--- src/rtl/uart_pkg.sv ---
// Shared types and helpers for the uart_xcvr transceiver: parity encoding,
// TX/RX state enums and the configured data-bit count.
package uart_pkg;

   typedef enum logic [1:0] {
      NONE = 2'd0,
      EVEN = 2'd1,
      ODD  = 2'd2
   } parity_e;

   typedef enum logic [2:0] {
      TX_IDLE,
      TX_START,
      TX_DATA,
      TX_PARITY,
      TX_STOP
   } tx_state_e;

   typedef enum logic [2:0] {
      RX_IDLE,
      RX_START,
      RX_DATA,
      RX_PARITY,
      RX_STOP,
      RX_WAIT_IDLE
   } rx_state_e;

   function automatic logic [3:0] data_bit_count(input logic [1:0] cfg_data_bits);
      return 4'd5 + {2'b00, cfg_data_bits};
   endfunction

   // Encoding 3 is an alias for "no parity".
   function automatic parity_e decode_parity(input logic [1:0] cfg_parity);
      case (cfg_parity)
         2'd1:    return EVEN;
         2'd2:    return ODD;
         default: return NONE;
      endcase
   endfunction

endpackage

--- src/rtl/uart_baud_gen.sv ---
// Oversampling tick generator: free-running counter 0..cfg_div, one-clock
// tick at the terminal count, so the tick period is cfg_div+1 clocks.
module uart_baud_gen #(
   parameter int DIV_WIDTH = 16
) (
   input  logic                 clk,
   input  logic                 reset,
   input  logic [DIV_WIDTH-1:0] cfg_div,
   output logic                 tick
);

   logic [DIV_WIDTH-1:0] cnt;

   assign tick = (cnt == cfg_div);

   // Wrapping on >= keeps the counter sane if cfg_div shrinks below cnt.
   always_ff @(posedge clk or posedge reset) begin
      if (reset) begin
         cnt <= '0;
      end else if (cnt >= cfg_div) begin
         cnt <= '0;
      end else begin
         cnt <= cnt + 1'b1;
      end
   end

endmodule

--- src/rtl/uart_xcvr.sv ---
// UART transceiver: programmable baud, 5-8 data bits, parity, 1/2 stop bits,
// majority-vote RX with parity/framing/break flags. Optional UART_XCVR_LOOPBACK_EN.
module uart_xcvr
   import uart_pkg::*;
#(
   parameter int DIV_WIDTH  = 16,
   parameter int OVERSAMPLE = 16
) (
   input  logic                 clk,
   input  logic                 reset,
   input  logic [DIV_WIDTH-1:0] cfg_div,
   input  logic [1:0]           cfg_data_bits,
   input  logic [1:0]           cfg_parity,
   input  logic                 cfg_stop2,
`ifdef UART_XCVR_LOOPBACK_EN
   input  logic                 loopback,
`endif
   input  logic [7:0]           tx_data,
   input  logic                 tx_valid,
   output logic                 tx_ready,
   output logic [7:0]           rx_data,
   output logic                 rx_valid,
   output logic                 rx_parity_err,
   output logic                 rx_frame_err,
   output logic                 rx_break,
   input  logic                 rx_uart,
   output logic                 tx_uart
);

   localparam int OS_W = $clog2(OVERSAMPLE);
   localparam logic [OS_W-1:0] OS_LAST = OS_W'(OVERSAMPLE - 1);
   localparam logic [OS_W-1:0] OS_PRE  = OS_W'(OVERSAMPLE / 2 - 1);
   localparam logic [OS_W-1:0] OS_MID  = OS_W'(OVERSAMPLE / 2);
   localparam logic [OS_W-1:0] OS_POST = OS_W'(OVERSAMPLE / 2 + 1);

   logic tick;

   uart_baud_gen #(.DIV_WIDTH(DIV_WIDTH)) u_baud (
      .clk     (clk),
      .reset   (reset),
      .cfg_div (cfg_div),
      .tick    (tick)
   );

   tx_state_e       tx_state, tx_state_nxt;
   logic [OS_W-1:0] tx_os;
   logic [2:0]      tx_idx;
   logic [3:0]      tx_nbits;
   parity_e         tx_par;
   logic            tx_stop2, tx_line, tx_bit_val, tx_par_bit;
   logic [7:0]      tx_shift, tx_mask;
   logic            tx_bit_end, tx_last_data;

   assign tx_mask      = 8'hFF >> (2'd3 - cfg_data_bits);
   assign tx_bit_end   = (tx_os == OS_LAST);
   assign tx_last_data = ({1'b0, tx_idx} == tx_nbits - 4'd1);
   assign tx_ready     = (tx_state == TX_IDLE) && !reset;

   always_comb begin
      tx_state_nxt = tx_state;
      tx_bit_val   = 1'b1;
      case (tx_state)
         TX_IDLE:   if (tx_valid) tx_state_nxt = TX_START;
         TX_START: begin
            tx_bit_val = 1'b0;
            if (tick && tx_bit_end) tx_state_nxt = TX_DATA;
         end
         TX_DATA: begin
            tx_bit_val = tx_shift[0];
            if (tick && tx_bit_end && tx_last_data)
               tx_state_nxt = (tx_par == NONE) ? TX_STOP : TX_PARITY;
         end
         TX_PARITY: begin
            tx_bit_val = tx_par_bit;
            if (tick && tx_bit_end) tx_state_nxt = TX_STOP;
         end
         TX_STOP:   if (tick && tx_bit_end && (tx_idx[0] == tx_stop2)) tx_state_nxt = TX_IDLE;
         default:   tx_state_nxt = TX_IDLE;
      endcase
   end

   // The line register loads on ticks only, so it trails the FSM by one tick;
   // this is what makes the start bit begin on the first tick after the handshake.
   always_ff @(posedge clk or posedge reset) begin
      if (reset) begin
         tx_state <= TX_IDLE;
         tx_os    <= '0;
         tx_idx   <= '0;
         tx_line  <= 1'b1;
         tx_nbits <= 4'd8;
         tx_par   <= NONE;
         tx_stop2 <= 1'b0;
      end else begin
         tx_state <= tx_state_nxt;
         if (tx_state == TX_IDLE) begin
            tx_os  <= '0;
            tx_idx <= '0;
            if (tx_valid) begin
               tx_nbits <= data_bit_count(cfg_data_bits);
               tx_par   <= decode_parity(cfg_parity);
               tx_stop2 <= cfg_stop2;
            end
         end else if (tick) begin
            tx_line <= tx_bit_val;
            if (tx_bit_end) begin
               tx_os  <= '0;
               tx_idx <= (tx_state_nxt != tx_state) ? 3'd0 : tx_idx + 3'd1;
            end else begin
               tx_os <= tx_os + 1'b1;
            end
         end
      end
   end

   always_ff @(posedge clk) begin
      if (tx_state == TX_IDLE && tx_valid) begin
         tx_shift   <= tx_data & tx_mask;
         tx_par_bit <= ^(tx_data & tx_mask) ^ (decode_parity(cfg_parity) == ODD);
      end else if (tx_state == TX_DATA && tick && tx_bit_end) begin
         tx_shift <= tx_shift >> 1;
      end
   end

   logic rx_src;
`ifdef UART_XCVR_LOOPBACK_EN
   assign tx_uart = loopback ? 1'b1 : tx_line;
   assign rx_src  = loopback ? tx_line : rx_uart;
`else
   assign tx_uart = tx_line;
   assign rx_src  = rx_uart;
`endif

   rx_state_e       rx_state, rx_state_nxt;
   logic            rx_sync_p0, rx_sync_p1;
   logic [OS_W-1:0] rx_os;
   logic [2:0]      rx_idx;
   logic [3:0]      rx_nbits;
   parity_e         rx_par;
   logic [1:0]      rx_smp;
   logic [7:0]      rx_shift;
   logic            rx_zero, rx_par_acc, rx_par_bad;
   logic            rx_line, rx_maj, rx_bit_end, rx_decide, rx_last_data;

   assign rx_line      = rx_sync_p1;
   assign rx_maj       = (rx_smp[0] & rx_smp[1]) | (rx_line & (rx_smp[0] | rx_smp[1]));
   assign rx_bit_end   = tick && (rx_os == OS_LAST);
   assign rx_decide    = tick && (rx_os == OS_POST);
   assign rx_last_data = ({1'b0, rx_idx} == rx_nbits - 4'd1);

   always_comb begin
      rx_state_nxt = rx_state;
      case (rx_state)
         RX_IDLE:      if (!rx_line) rx_state_nxt = RX_START;
         RX_START: begin
            if (tick && rx_os == OS_MID && rx_line) rx_state_nxt = RX_IDLE;
            else if (rx_bit_end)                    rx_state_nxt = RX_DATA;
         end
         RX_DATA:      if (rx_bit_end && rx_last_data)
                          rx_state_nxt = (rx_par == NONE) ? RX_STOP : RX_PARITY;
         RX_PARITY:    if (rx_bit_end) rx_state_nxt = RX_STOP;
         RX_STOP:      if (rx_decide) rx_state_nxt = rx_maj ? RX_IDLE : RX_WAIT_IDLE;
         RX_WAIT_IDLE: if (rx_line) rx_state_nxt = RX_IDLE;
         default:      rx_state_nxt = RX_IDLE;
      endcase
   end

   always_ff @(posedge clk or posedge reset) begin
      if (reset) begin
         rx_sync_p0    <= 1'b1;
         rx_sync_p1    <= 1'b1;
         rx_state      <= RX_IDLE;
         rx_os         <= '0;
         rx_idx        <= '0;
         rx_nbits      <= 4'd8;
         rx_par        <= NONE;
         rx_valid      <= 1'b0;
         rx_data       <= '0;
         rx_parity_err <= 1'b0;
         rx_frame_err  <= 1'b0;
         rx_break      <= 1'b0;
      end else begin
         rx_sync_p0 <= rx_src;
         rx_sync_p1 <= rx_sync_p0;
         rx_state   <= rx_state_nxt;
         rx_valid   <= 1'b0;
         if (rx_state == RX_IDLE) begin
            rx_os  <= '0;
            rx_idx <= '0;
            if (!rx_line) begin
               rx_nbits <= data_bit_count(cfg_data_bits);
               rx_par   <= decode_parity(cfg_parity);
            end
         end else if (tick) begin
            rx_os <= (rx_os == OS_LAST) ? '0 : rx_os + 1'b1;
            if (rx_os == OS_LAST)
               rx_idx <= (rx_state_nxt != rx_state) ? 3'd0 : rx_idx + 3'd1;
            if (rx_state == RX_STOP && rx_os == OS_POST) begin
               rx_valid      <= 1'b1;
               rx_data       <= rx_shift >> (4'd8 - rx_nbits);
               rx_parity_err <= rx_par_bad;
               rx_frame_err  <= ~rx_maj;
               rx_break      <= rx_zero & ~rx_maj;
            end
         end
      end
   end

   // Data bits enter at the MSB, so a short frame ends up left-aligned in rx_shift.
   always_ff @(posedge clk) begin
      if (rx_state == RX_IDLE) begin
         rx_zero    <= 1'b1;
         rx_par_acc <= 1'b0;
         rx_par_bad <= 1'b0;
      end else if (tick) begin
         if (rx_os == OS_PRE) rx_smp[0] <= rx_line;
         if (rx_os == OS_MID) rx_smp[1] <= rx_line;
         if (rx_os == OS_POST) begin
            if (rx_state == RX_DATA) begin
               rx_shift   <= {rx_maj, rx_shift[7:1]};
               rx_par_acc <= rx_par_acc ^ rx_maj;
               rx_zero    <= rx_zero & ~rx_maj;
            end else if (rx_state == RX_PARITY) begin
               rx_par_bad <= rx_maj != (rx_par_acc ^ (rx_par == ODD));
               rx_zero    <= rx_zero & ~rx_maj;
            end
         end
      end
   end

endmodule

--- config.mk ---
export PLATFORM = sky130hd
export DESIGN_NAME = uart_xcvr
export DESIGN_NICKNAME = d
export VERILOG_FILES = /design/src/rtl/uart_pkg.sv /design/src/rtl/uart_baud_gen.sv /design/src/rtl/uart_xcvr.sv
export SDC_FILE = /design/constraint.sdc
export NUM_CORES = 1
export LEC_CHECK = 0
export ABC_AREA = 1
export CORE_MARGIN = 2
export CORE_UTILIZATION = 45
export DETAILED_ROUTE_END_ITERATION = 8
export MAX_ROUTING_LAYER = met4
export PLACE_DENSITY = 0.65
export SYNTH_ARGS = -nofsm -noshare
export SYNTH_HDL_FRONTEND = slang
export SYNTH_SLANG_ARGS = --single-unit
--- constraint.sdc ---
create_clock -name clk -period 3.2 [get_ports clk]
set_input_delay 0.64 -clock clk [delete_from_list [all_inputs] [get_ports clk]]
set_output_delay 0.64 -clock clk [all_outputs]
set_load 0.02 [all_outputs]
==> out/results.txt, run 1 <==
The longest clock path from root to sink contains 2 buffers. The final layout net count is 721, and the relative contribution of combinational cells to total power is 0.267. Setup TNS: 0 ns. Biggest fanout along the worst timing path: 11.

TritonCTS built the clock tree. Utilization of the core after routing: 0.536. Yosys attributes the largest share of cell area to sky130_fd_sc_hd__dfrtp_1 30%, sky130_fd_sc_hd__nand2_1 12%, sky130_fd_sc_hd__edfxtp_1 12%. The first global-routing pass estimated 16100 µm of wire. Prior to clock tree synthesis, the placed netlist has a worst setup slack of 0.184 ns. The initial antenna violation count is 0. The cell area that synthesis handed to floorplanning was 4920 µm². Power spread over the standard cell area amounts to 506 nW/µm².

The logs give 1.98 mW for the design internal power and 0 for the detailed-route DRC error count. Input and output buffers added on the ports amount to 46. Total of endpoints with negative setup slack in the final report: 0. The cell type contributing the most total cell area after synthesis is sky130_fd_sc_hd__dfrtp_1. The dominant cell by count in the synthesized netlist is sky130_fd_sc_hd__nand2_1. For the count of antenna-violating nets left after detailed routing, the log shows 0. The sequential cell area fraction in the yosys report is 0.455. Setup repair after global routing left no endpoint under its margin. The worst-skew pair later-pin latency is 0.35 ns.

The switching fraction of total power came out at 0.320. The run gives 11800 µm² as the die area. In the post-route analysis, the smallest setup slack over all paths is 0.567 ns. Detailed placement finished with a half-perimeter wire length of 7230 µm. At the end of routability-driven placement, the weighted congestion stood at 0.903. At the pin with the least slew margin, the transition time is 0.749 ns.

The fraction of final layout cells sized beyond drive strength 1 works out to 0.0722. Entering global routing, the biggest net connects 38 pins. The total of hold buffers inserted after clock tree synthesis was 0; the area of the placeable core was 10700 µm².

For this run, the leading register cell type out of synthesis is sky130_fd_sc_hd__dfrtp_1. The number of synthesized flops with an enable pin works out to 19. The number of hold violations in the final report was 0; the count of vias placed by the detailed router was 3926. The fraction of the cycle the final worst path needs is 0.823, and the filler cell count in the final layout is 1044. For the part of the total power dissipated in the clock network, the log shows 0.271. The tool flagged a number of max-cap violations equal to 0.

Summed over all cells, the static leakage comes to 2.71 nW. Gates resized during post-CTS repair numbered 0. The proportion of synthesized flip-flops having asynchronous set or reset is 0.744. The kind of path behind the tightest hold check was flop to flop. The area occupied by registers came out at 2240 µm².

Clock tree synthesis selected as its root buffer the cell sky130_fd_sc_hd__clkbuf_8. The number of antenna diodes in the final layout is 0. For the clock sink count, the log shows 86. STA classifies the critical path startpoint as an input pin. After detailed routing, the total wire length is 9390 µm. For the sequential cell fraction of total power, the log shows 0.462. The number of storage elements in the synthesis netlist was 86; the average instance area after synthesis was 8.10 µm².

The depth of the CTS H-tree came out at 3. The starting density of the core was 0.458; the horizontal die dimension was 109 µm. The run gives 0.176 as the global-route total usage across every layer. The switching component of the power was 933 µW; the number of warnings printed during yosys synthesis was 0. Buffers inserted during clock tree synthesis total 9. The detailed router finished its first iteration with 186 violations. Compared with the post-synthesis result, the final layout area differs by 17.0%.

The number of distinct library cells after synthesis was 43. The logs give 0 for the total count of max-transition violations in the final report and 0 for the post-CTS setup repair buffer count. The worst path required time came out at 3.45 ns. The proportion of netlist area held by the largest area contributor works out to 0.300. For the via count of the first global-routing pass, the log shows 3683. STA classifies the critical path endpoint as a flop. Setup skew after layout: 0.0117 ns.

The first-pass iteration count of the detailed router came out at 5. In the final routed layout, each cell accounts on average for 11.7 µm. For the critical path data arrival time, the log shows 2.88 ns. The via density per instance works out to 4.88.

The run finished with clean final reports. The worst setup path category is input pin to flop. The multi-input combinational cells in the finished layout cover a total of 2300 µm². The commonest cells after synthesis are 156 x sky130_fd_sc_hd__nand2_1, 84 x sky130_fd_sc_hd__inv_1, 67 x sky130_fd_sc_hd__nor2_1, 59 x sky130_fd_sc_hd__dfrtp_1, 35 x sky130_fd_sc_hd__o21ai_0. In this run the count of I/O pins placed on the die edge is 47.

Shortest period the worst path allows: 2.63 ns. The logs give 0.380 GHz for the fmax and 0 for the total overflow reported by the global router. The worst ir drop on vdd is 0.210 mV, and the post-synth net total is 669. The initialized floorplan defines 38 standard-cell rows.

Counting every instance in the synthesized netlist gives 608. The relative slew slack is 0.500, and the clock slew seen by the registers of the worst setup and hold paths is 0.08 ns. The die outline height works out to 109 µm.
==> path summary, 6_finish.rpt <==
check	startpoint	end	slack, ns	cells past startpoint
min in group asynchronous	reset	tx_state[0]	0.71	2
worst min-delay path	rx_sync_p0	rx_line	0.38	0
worst min register to register	rx_sync_p0	rx_line	0.38	0
worst max-delay path	cfg_div[15]	tx_idx[1]	0.57	16
max in group asynchronous	reset	rx_parity_err	1.88	3
worst max register to register	rx_nbits[0]	rx_idx[1]	0.88	12
==> sequential cells by signal (all words and copies together), names as in the netlist, 4 cells and up <==
register and flops:
rx_os 4, rx_nbits 4, rx_shift 8, tx_nbits 4, rx_data 8, u_baud.cnt 16
tx_shift 8, tx_os 4
==> layout by cell type (no fill, tap or decap), types with 2 or more instances in the layout <==
cell and n:
sky130_fd_sc_hd__a211oi_1 2, sky130_fd_sc_hd__a21o_1 2, sky130_fd_sc_hd__a21oi_1 17, sky130_fd_sc_hd__buf_4 4, sky130_fd_sc_hd__clkbuf_8 12, sky130_fd_sc_hd__clkdlybuf4s50_1 46
sky130_fd_sc_hd__dfrtp_1 59, sky130_fd_sc_hd__dfstp_2 5, sky130_fd_sc_hd__dfxtp_1 3, sky130_fd_sc_hd__edfxtp_1 19, sky130_fd_sc_hd__ha_1 28, sky130_fd_sc_hd__inv_1 83
sky130_fd_sc_hd__inv_2 4, sky130_fd_sc_hd__nand2_1 156, sky130_fd_sc_hd__nand2_2 5, sky130_fd_sc_hd__nand3_1 34, sky130_fd_sc_hd__nand4_1 5, sky130_fd_sc_hd__nor2_1 67
sky130_fd_sc_hd__nor2_2 8, sky130_fd_sc_hd__nor2_4 2, sky130_fd_sc_hd__nor3_1 8, sky130_fd_sc_hd__nor3_2 2, sky130_fd_sc_hd__nor3b_1 4, sky130_fd_sc_hd__o211ai_1 4
sky130_fd_sc_hd__o21a_1 4, sky130_fd_sc_hd__o21ai_0 35, sky130_fd_sc_hd__o21ai_1 2, sky130_fd_sc_hd__o31ai_1 3, sky130_fd_sc_hd__xnor2_1 12, sky130_fd_sc_hd__xor2_1 15
==> logic make-up after synthesis <==
family,synth area share
flops,0.455
fa+ha+maj,0.0712
compound gates,0.0920
simple gates,0.254
mux,0.00203
buf+inv,0.0780
xor+xnor,0.0480
==> worst max-delay path, cell delays in order <==
cell	delay, ns
sky130_fd_sc_hd__clkdlybuf4s50_1	0.47
sky130_fd_sc_hd__inv_1	0.04
sky130_fd_sc_hd__ha_1	0.29
sky130_fd_sc_hd__nand2_1	0.08
sky130_fd_sc_hd__nor2_2	0.14
sky130_fd_sc_hd__nand2_2	0.09
sky130_fd_sc_hd__nor2_4	0.23
sky130_fd_sc_hd__nand2_2	0.20
sky130_fd_sc_hd__nor2_1	0.19
sky130_fd_sc_hd__nand4_1	0.13
sky130_fd_sc_hd__nand2_1	0.10
sky130_fd_sc_hd__nand2_1	0.06
sky130_fd_sc_hd__nand2_1	0.08
sky130_fd_sc_hd__nor2_2	0.04
sky130_fd_sc_hd__nand3_1	0.05
sky130_fd_sc_hd__nand2_1	0.05
==> area by class of cell <==
class / count / share of cell area
clock buffers: 13 / 0.0293
flip-flops and latches: 86 / 0.389
inverters: 87 / 0.0567
repair buffers: 51 / 0.0886
multi-input cells: 425 / 0.399
well taps: 140 / 0.0304
clock inverters: 3 / 0.00717
==> routing by layer <==
metal | global-route usage | part of all wire | vias up
met4 | 0.0577 | 0.011 | 0
met2 | 0.289 | 0.48 | 69
met1 | 0.220 | 0.47 | 1797
met3 | 0.0344 | 0.041 | 7
met5 | - | 0 | -
li1 | - | - | 2053
==> power groups by stage <==
stage	sequential [mW]	clock [mW]	combinational, mW
floorplan	1.33	0	0.626
finish	1.34	0.791	0.778
global route	1.36	0.860	0.912
global placement	1.36	0	0.759
CTS	1.35	0.818	0.787
detailed placement	1.37	0	0.782
==> per-stage QoR <==
stage / total power, mW / std cells / instance area (µm²) / hold slack (ns)
2_1_floorplan: 1.95 / 608 / 4920 / 0.345
3_3_place_gp: 2.12 / 789 / 5550 / 0.361
3_5_place_dp: 2.15 / 789 / 5550 / 0.364
4_1_cts: 2.95 / 805 / 5760 / 0.379
5_1_grt: 3.14 / 805 / 5760 / 0.393
6_report: 2.91 / 805 / 5760 / 0.381
Note: power is estimated with default switching activity, not from simulation.
==> run 2, diff against run 1 <==
Settings changed: PLACE_DENSITY 0.65 to 0.68.
Clock period 3.2 ns to 2.2 ns, I/O delays scaled along.
==> run 2 against run 1 <==
Net effect: flip-flop and latch count did not move; critical path depth did not move; global-route usage rose by 1.1 points; clock skew rose by 0.0042 ns; clock power rose by 52%; die area did not move; critical path type is now flop to flop; critical endpoint unchanged.
==> out/results.txt, run 2 (synthesized netlist as in run 1, its figures left out) <==
Global-route total usage across every layer: 0.187 (+0.0110). The clock sink count is 86 (unchanged), and the shortest period the worst path allows is 2.20 ns. The pin slew with the least headroom to its limit is 0.499 ns (-0.251 ns). The total CTS buffers came out at 9 (unchanged). The die area was 11800 µm² (unchanged). The run gives 0.362 mV (+72%) as the worst ir drop on vdd.

In this run the worst hold path is classified as flop to flop. The switching fraction of total power was 0.327 (+0.00685); the pin count of the biggest net entering global routing was 65 (+71%). The total overflow reported by the global router came out at 0 (unchanged). The worst-skew pair later-pin latency is 0.35 ns (about the same), and the worst path required time is 2.49 ns (-0.96 ns). The wire length of the first global-routing pass is 17200 µm (+6.4%), and the fraction of final layout cells sized beyond drive strength 1 is 0.188 (+0.115).

Worst setup path category: flop to flop. Buffer depth of the longest clock path: 2 (unchanged). Setup repair after global routing could not meet its margin everywhere.

TritonCTS built the clock tree. The number of max-cap violations was 0 (unchanged); the relative contribution of combinational cells to total power was 0.323 (+0.056). The diode insertion count for antenna repair was 0 (unchanged). The cell at the root of the clock tree was sky130_fd_sc_hd__clkbuf_8. The number of rows in the core area is 38 (unchanged). The run finished with clean final reports. The logs give 0.0159 ns (+0.00418 ns) for the setup skew after layout and 770 (+6.8%) for the final layout net count. The count of antenna-violating nets left after detailed routing is 0 (unchanged), and the horizontal die dimension is 109 µm (unchanged). The total of endpoints with negative setup slack in the final report is 0 (unchanged). The first-pass iteration count of the detailed router was 4 (-1). Average detailed-routed wire length per instance: 12.0 µm (+3.1%). STA classifies the critical path startpoint as a flop.

The initial antenna violation count was 0 (unchanged). The clock slew seen by the registers of the worst setup and hold paths is 0.09 ns (about the same). The count of port buffers added during placement is 46 (unchanged).

The run gives 10300 µm (+9.4%) as the wire length after detailed routing. Register with the highest flop count: u_baud.cnt. The relative slew slack is 0.666 (+0.166), and the count of routing violations after the opening detailed-route iteration is 182 (-2.2%). The areal power density over the cells was 728 nW/µm² (+44%); the post-route worst hold slack was 0.367 ns (-0.0139 ns). The via density per instance works out to 4.90 (+0.43%).

The sequential cell fraction of total power was 0.417 (-0.045); the HPWL reported at the end of detailed placement was 7240 µm (about the same). The fraction of the cycle the final worst path needs came out at 0.998. The top cell types in the final layout, fill and taps aside, are 144 x sky130_fd_sc_hd__nand2_1, 77 x sky130_fd_sc_hd__inv_1, 65 x sky130_fd_sc_hd__nor2_1. From synthesis to final layout, the design area changed by 29.2%. The number of primary I/O pins came out at 47 (unchanged). The part of the total power dissipated in the clock network is 0.260 (-0.011), and the biggest fanout along the worst timing path is 5 (-6). The via count of the first global-routing pass is 3929 (+6.7%). Timing would allow up to 0.455 GHz.

Flip-flop count of the largest register after layout: 16 (unchanged). The count of vias placed by the detailed router is 4183 (+6.5%), and the register-to-register setup slack is 0.004 ns (-0.88 ns). The library cell used most frequently in the layout, excluding fill and tap cells, is sky130_fd_sc_hd__nand2_1. The placer's final routability congestion estimate was 0.890 (-1.4%); the final total power was 4.63 mW (+59%). The total count of max-transition violations in the final report came out at 0 (unchanged).

Endpoint kind of the worst setup timing path: a flop. The detailed-route DRC error count was 0 (unchanged); the area of the placeable core was 10700 µm² (unchanged). The die outline height is 109 µm (unchanged), and the critical path data arrival time is 2.49 ns (-0.39 ns).

The run gives 3.11 mW (+57%) as the design internal power. The run gives 3.01 nW (+11%) as the static leakage power. The number of hold violations in the final report is 0 (unchanged). For the switching component of the power, the log shows 1.52 mW (+62%). For the depth of the CTS H-tree, the log shows 3 (unchanged). The run gives 0.458 (unchanged) as the starting density of the core.
run 2: cell types whose count changed in the layout (fill, tap and decap cells not counted), moves of 8 or more:
cell	previous run	this run
sky130_fd_sc_hd__nand2_1	156	144
sky130_fd_sc_hd__clkdlybuf4s50_1	46	30
sky130_fd_sc_hd__ha_1	28	18
sky130_fd_sc_hd__ha_4	0	10
sky130_fd_sc_hd__nand2_2	5	13
sky130_fd_sc_hd__dlygate4sd2_1	0	16
sky130_fd_sc_hd__buf_4	4	49
run 2: path summary, 6_finish.rpt:
check,from,endpoint,cells past startpoint
worst max-delay path,u_baud.cnt[12],tx_idx[1],16
worst min-delay path,rx_sync_p0,rx_line,0
worst max register to register,u_baud.cnt[12],tx_idx[1],16
worst min register to register,rx_sync_p0,rx_line,0
max in group asynchronous,reset,rx_sync_p0,3
min in group asynchronous,reset,u_baud.cnt[14],3
run 2: layout make-up:
class,count,area (µm²)
multi-input combinational,425,2530
fill,945,4390
sequential,86,2240
timing repair buffer,100,873
inverter,87,327
clock buffer,9,124
tap,140,175
clock inverter,7,88.8
run 2: stage by stage:
step	instances	setup slack (ns)	TNS (ns)	cell area, µm²	util
floorplan	608	0.00708	0	4920	-
global placement	819	-0.456	-17.73	5780	0.537
detailed placement	819	-0.519	-21.16	5780	0.537
CTS	843	-0.00594	-0.00594	6130	0.570
global route	854	-0.177	-0.695	6360	0.592
finish	854	0.00394	0	6360	0.592
run 2: power by group through the flow:
stage / registers [mW] / clock network, mW / logic (mW)
2_1_floorplan: 1.93 / 0 / 0.911
3_3_place_gp: 1.95 / 0 / 1.23
3_5_place_dp: 1.96 / 0 / 1.27
4_1_cts: 1.93 / 1.24 / 1.37
5_1_grt: 1.96 / 1.29 / 1.70
6_report: 1.93 / 1.20 / 1.49
run 2: worst max-delay path, stage by stage (launching register included):
cell,delay (ns)
sky130_fd_sc_hd__dfrtp_1,0.43
sky130_fd_sc_hd__ha_1,0.31
sky130_fd_sc_hd__nand2_2,0.07
sky130_fd_sc_hd__nor2_4,0.09
sky130_fd_sc_hd__nand2_2,0.08
sky130_fd_sc_hd__nor2_4,0.21
sky130_fd_sc_hd__buf_6,0.14
sky130_fd_sc_hd__nand3_2,0.06
sky130_fd_sc_hd__nand2_2,0.11
sky130_fd_sc_hd__o21ai_2,0.05
sky130_fd_sc_hd__inv_1,0.08
sky130_fd_sc_hd__nand2_2,0.08
sky130_fd_sc_hd__nand2_2,0.08
sky130_fd_sc_hd__nand2_2,0.07
sky130_fd_sc_hd__nor2_4,0.13
sky130_fd_sc_hd__nand3_2,0.08
sky130_fd_sc_hd__nand2_1,0.07
run 2: what timing repair did:
item | in CTS | in global routing
endpoints found under the hold margin | 0 | 0
setup endpoints to repair | 24 | 42
hold buffers | 0 | 0
cloned | 0 | 0
pin swaps | 34 | 30
setup buffers | 8 | 11
resized for setup | 35 | 31
run 2: per-layer routing:
| metal | global-route usage | share of wire | vias to the layer above |
|---|---|---|---|
| met4 | 0.0632 | 0.017 | 0 |
| met1 | 0.241 | 0.46 | 1936 |
| met3 | 0.0265 | 0.034 | 17 |
| met2 | 0.305 | 0.48 | 80 |
| li1 | - | - | 2150 |
| met5 | - | 0 | - |
==> run 3, diff against run 2 <==
Settings changed: SETUP_SLACK_MARGIN set to 0.2.
==> run 3 against run 2 <==
Net effect: combinational power grew 13%; non-clock buffer count grew 14; first-iteration DRC count shrank 16%; clock skew shrank 0.0038 ns; sequential power is essentially flat; flip-flop and latch count is the same; routed wire length grew 12%; critical path depth shrank 3; critical path type unchanged; critical endpoint is now u_baud.cnt[12]; largest cell class unchanged; highest routed layer unchanged.
==> out/results.txt, run 3 (synthesized netlist as in run 1, its figures left out) <==
The total count of max-transition violations in the final report is 0 (unchanged). The count of buffering cells on the critical path with inverters included was 5 (+3); the static leakage power was 3.15 nW (+4.6%). The biggest fanout along the worst timing path is 4 (-1), and the wire length of the first global-routing pass is 18300 µm (+6.4%). For the fmax, the log shows 0.460 GHz (+1.1%). For hold timing, the worst endpoint is rx_line. The worst setup path category was flop to flop.

The register with the highest flop count is u_baud.cnt. Cell at the root of the clock tree: sky130_fd_sc_hd__clkbuf_8. The startpoint identified for the worst register-to-register timing path is u_baud.cnt[1]. The register-to-register setup slack is 0.03 ns (+0.02 ns), and the setup skew after layout is 0.0121 ns (-0.00379 ns). The count of antenna-violating nets left after detailed routing was 0 (unchanged); the pin slew with the least headroom to its limit was 0.591 ns (+0.0927 ns). The global routing usage on met1 is 0.250 (+0.00866), and the first-pass iteration count of the detailed router is 5 (+1).

The tools report the setup TNS as 0 ns (unchanged). The worst ir drop on vdd came out at 0.441 mV (+22%). The fraction of final layout cells sized beyond drive strength 1 works out to 0.273 (+0.0857). The cell family contributing the most delay on the critical path is compound AO/OA/AOI/OAI gates. The horizontal die dimension is 109 µm (unchanged). The tools report the pin count of the biggest net entering global routing as 65 (unchanged).

The growth of design area from synthesis to finish works out to 38.7%. The instance count after placement with tap cells included is 821 (+0.24%). The buffer depth of the longest clock path was 2 (unchanged).

The initial antenna violation count is 0 (unchanged). The worst hold path cell count is 0 (unchanged), and the depth of the CTS H-tree is 3 (unchanged). Critical path data arrival time: 2.43 ns (-0.06 ns).

The signal on the critical path passes through ha_4 -> inv_2 -> buf_6 -> buf_6 -> buf_6 -> nor2_2 -> nor2_1 -> o21ai_1 -> a21oi_2 -> o2111ai_2 -> buf_4 -> nor2_2 -> o21a_1. The clock slew seen by the registers of the worst setup and hold paths was 0.08 ns (about the same). The worst setup path is launched from a flop. In this run the critical register-to-register path is captured at u_baud.cnt[12]. The global-route total usage across every layer is 0.201 (+0.0132), and the count of vias placed by the detailed router is 4354 (+4.1%). The most frequent standard cell in the layout excluding fill and tap cells was sky130_fd_sc_hd__nand2_1. The startpoint identified for the worst hold timing path is rx_sync_p0.

The detailed-route DRC error count was 0 (unchanged). The global routing usage on met3 came out at 0.0283 (+0.00181). The HPWL reported at the end of detailed placement was 7450 µm (+2.9%); the maximum cell stage delay along the critical path was 0.42 ns (about the same). The kind of path behind the tightest hold check is flop to flop. The tools report the endpoint kind of the worst setup timing path as a flop. The count of port buffers added during placement came out at 46 (unchanged).

Die outline height: 109 µm (unchanged). The number of max-cap violations came out at 0 (unchanged). For the area of the placeable core, the log shows 10700 µm² (unchanged). The tools report the wire length after detailed routing as 11400 µm (+12%). The worst path required time is 2.46 ns (-0.03 ns).

Flip-flop count of the largest register after layout: 16 (unchanged). The total overflow reported by the global router was 0 (unchanged); the via count of the first global-routing pass was 4139 (+5.3%). The fraction of the cycle the final worst path needs is 0.987 (-0.0109), and the diode insertion count for antenna repair is 0 (unchanged). For the starting density of the core, the log shows 0.458 (unchanged).

The shortest period the worst path allows is 2.17 ns (-0.0240 ns), and the total CTS buffers is 9 (unchanged). For the placer's final routability congestion estimate, the log shows 0.892 (+0.17%). Leaving out fill and tap cells, the most frequent cells in the layout are 128 x sky130_fd_sc_hd__nand2_1, 75 x sky130_fd_sc_hd__inv_1, 59 x sky130_fd_sc_hd__dfrtp_1. Worst-skew pair later-pin latency: 0.37 ns (+0.02 ns). The flow ran to the end, and the final reports show no timing, DRC or antenna violations. The slowest stage of the critical path belongs to the cell sky130_fd_sc_hd__dfrtp_1. The clock sink count is 86 (unchanged). Number of rows in the core area: 38 (unchanged).

TritonCTS built the clock tree. The run gives 0.328 (+0.0228) as the met2 track utilization from global routing. The average detailed-routed wire length per instance is 13.2 µm (+9.7%). For the die area, the log shows 11800 µm² (unchanged). The total of endpoints with negative setup slack in the final report is 0 (unchanged). Setup repair after global routing could not meet its margin everywhere. The number of hold violations in the final report is 0 (unchanged). For the number of primary I/O pins, the log shows 47 (unchanged). The most prevalent standard cell on the critical path is sky130_fd_sc_hd__buf_6. The final non-filler cell total is 868 (+1.6%). The areal power density over the cells came out at 678 nW/µm² (-6.9%). met2 is the most crowded layer.

The relative slew slack was 0.604 (-0.0620); the via density per instance was 5.02 (+2.4%). The count of routing violations after the opening detailed-route iteration is 152 (-16%). The cell count of the worst reg-to-reg path is 13 (-3). The tools report the final layout net count as 784 (+1.8%).
[run 3: cell count changes in the layout (fill, tap and decap cells not counted), sizes merged]
cell,change
dlygate4sd2,-1
clkbuf,+6
buf,+14
clkinv,-1
inv,-2
bufinv,-2
[run 3: layout make-up]
| type | count | area (µm²) |
|---|---|---|
| sequential | 86 | 2240 |
| timing repair buffer | 114 | 1070 |
| inverter | 87 | 343 |
| clock inverter | 2 | 10.0 |
| clock buffer | 14 | 153 |
| tap | 140 | 175 |
| fill | 899 | 3920 |
| multi-input combinational | 425 | 2840 |
[run 3: repair_timing]
| action | 4_1_cts | 5_1_grt |
|---|---|---|
| setup endpoints to repair | 54 | 64 |
| hold endpoints to repair | 0 | 0 |
| resized for setup | 74 | 87 |
| hold buffers | 0 | 0 |
| buffers inserted | 20 | 11 |
| pin swaps | 53 | 48 |
[run 3: metal layers]
layer / vias to the layer above / wire, µm
met3: 22 / 425
met5: - / 0
li1: 2181 / -
met2: 98 / 5810
met1: 2053 / 4960
met4: 0 / 250
[run 3: worst max path at each step]
stage / from / to / slack [ns] / depth (start not counted)
final: u_baud.cnt[1] / u_baud.cnt[12] / 0.03 / 13
after global routing: u_baud.cnt[4] / rx_idx[1] / -0.06 / 16
after CTS: u_baud.cnt[5] / tx_idx[1] / 0.02 / 15
after detailed placement: cfg_div[6] / rx_idx[2] / -0.59 / 18
after global placement: cfg_div[7] / rx_idx[0] / -0.48 / 18
after floorplan: cfg_div[15] / tx_idx[1] / 0.20 / 16
[run 3: power breakdown]
part	internal (mW)	leakage, nW	switching [mW]
combinational	0.766	2.03	0.921
clock	0.440	0.0844	0.562
sequential	1.80	1.03	0.145
total	3.00	3.15	1.63
[run 3: through the flow]
stage	utilization	worst slack [ns]	hold WS (ns)	total power, mW	instance area [µm²]
floorplan	-	0.204	0.345	2.84	4940
global placement	0.542	-0.484	0.362	3.20	5820
detailed placement	0.542	-0.594	0.367	3.25	5820
CTS	0.594	0.0238	0.379	4.41	6380
global route	0.635	-0.0566	0.388	4.96	6830
finish	0.635	0.0279	0.379	4.63	6830
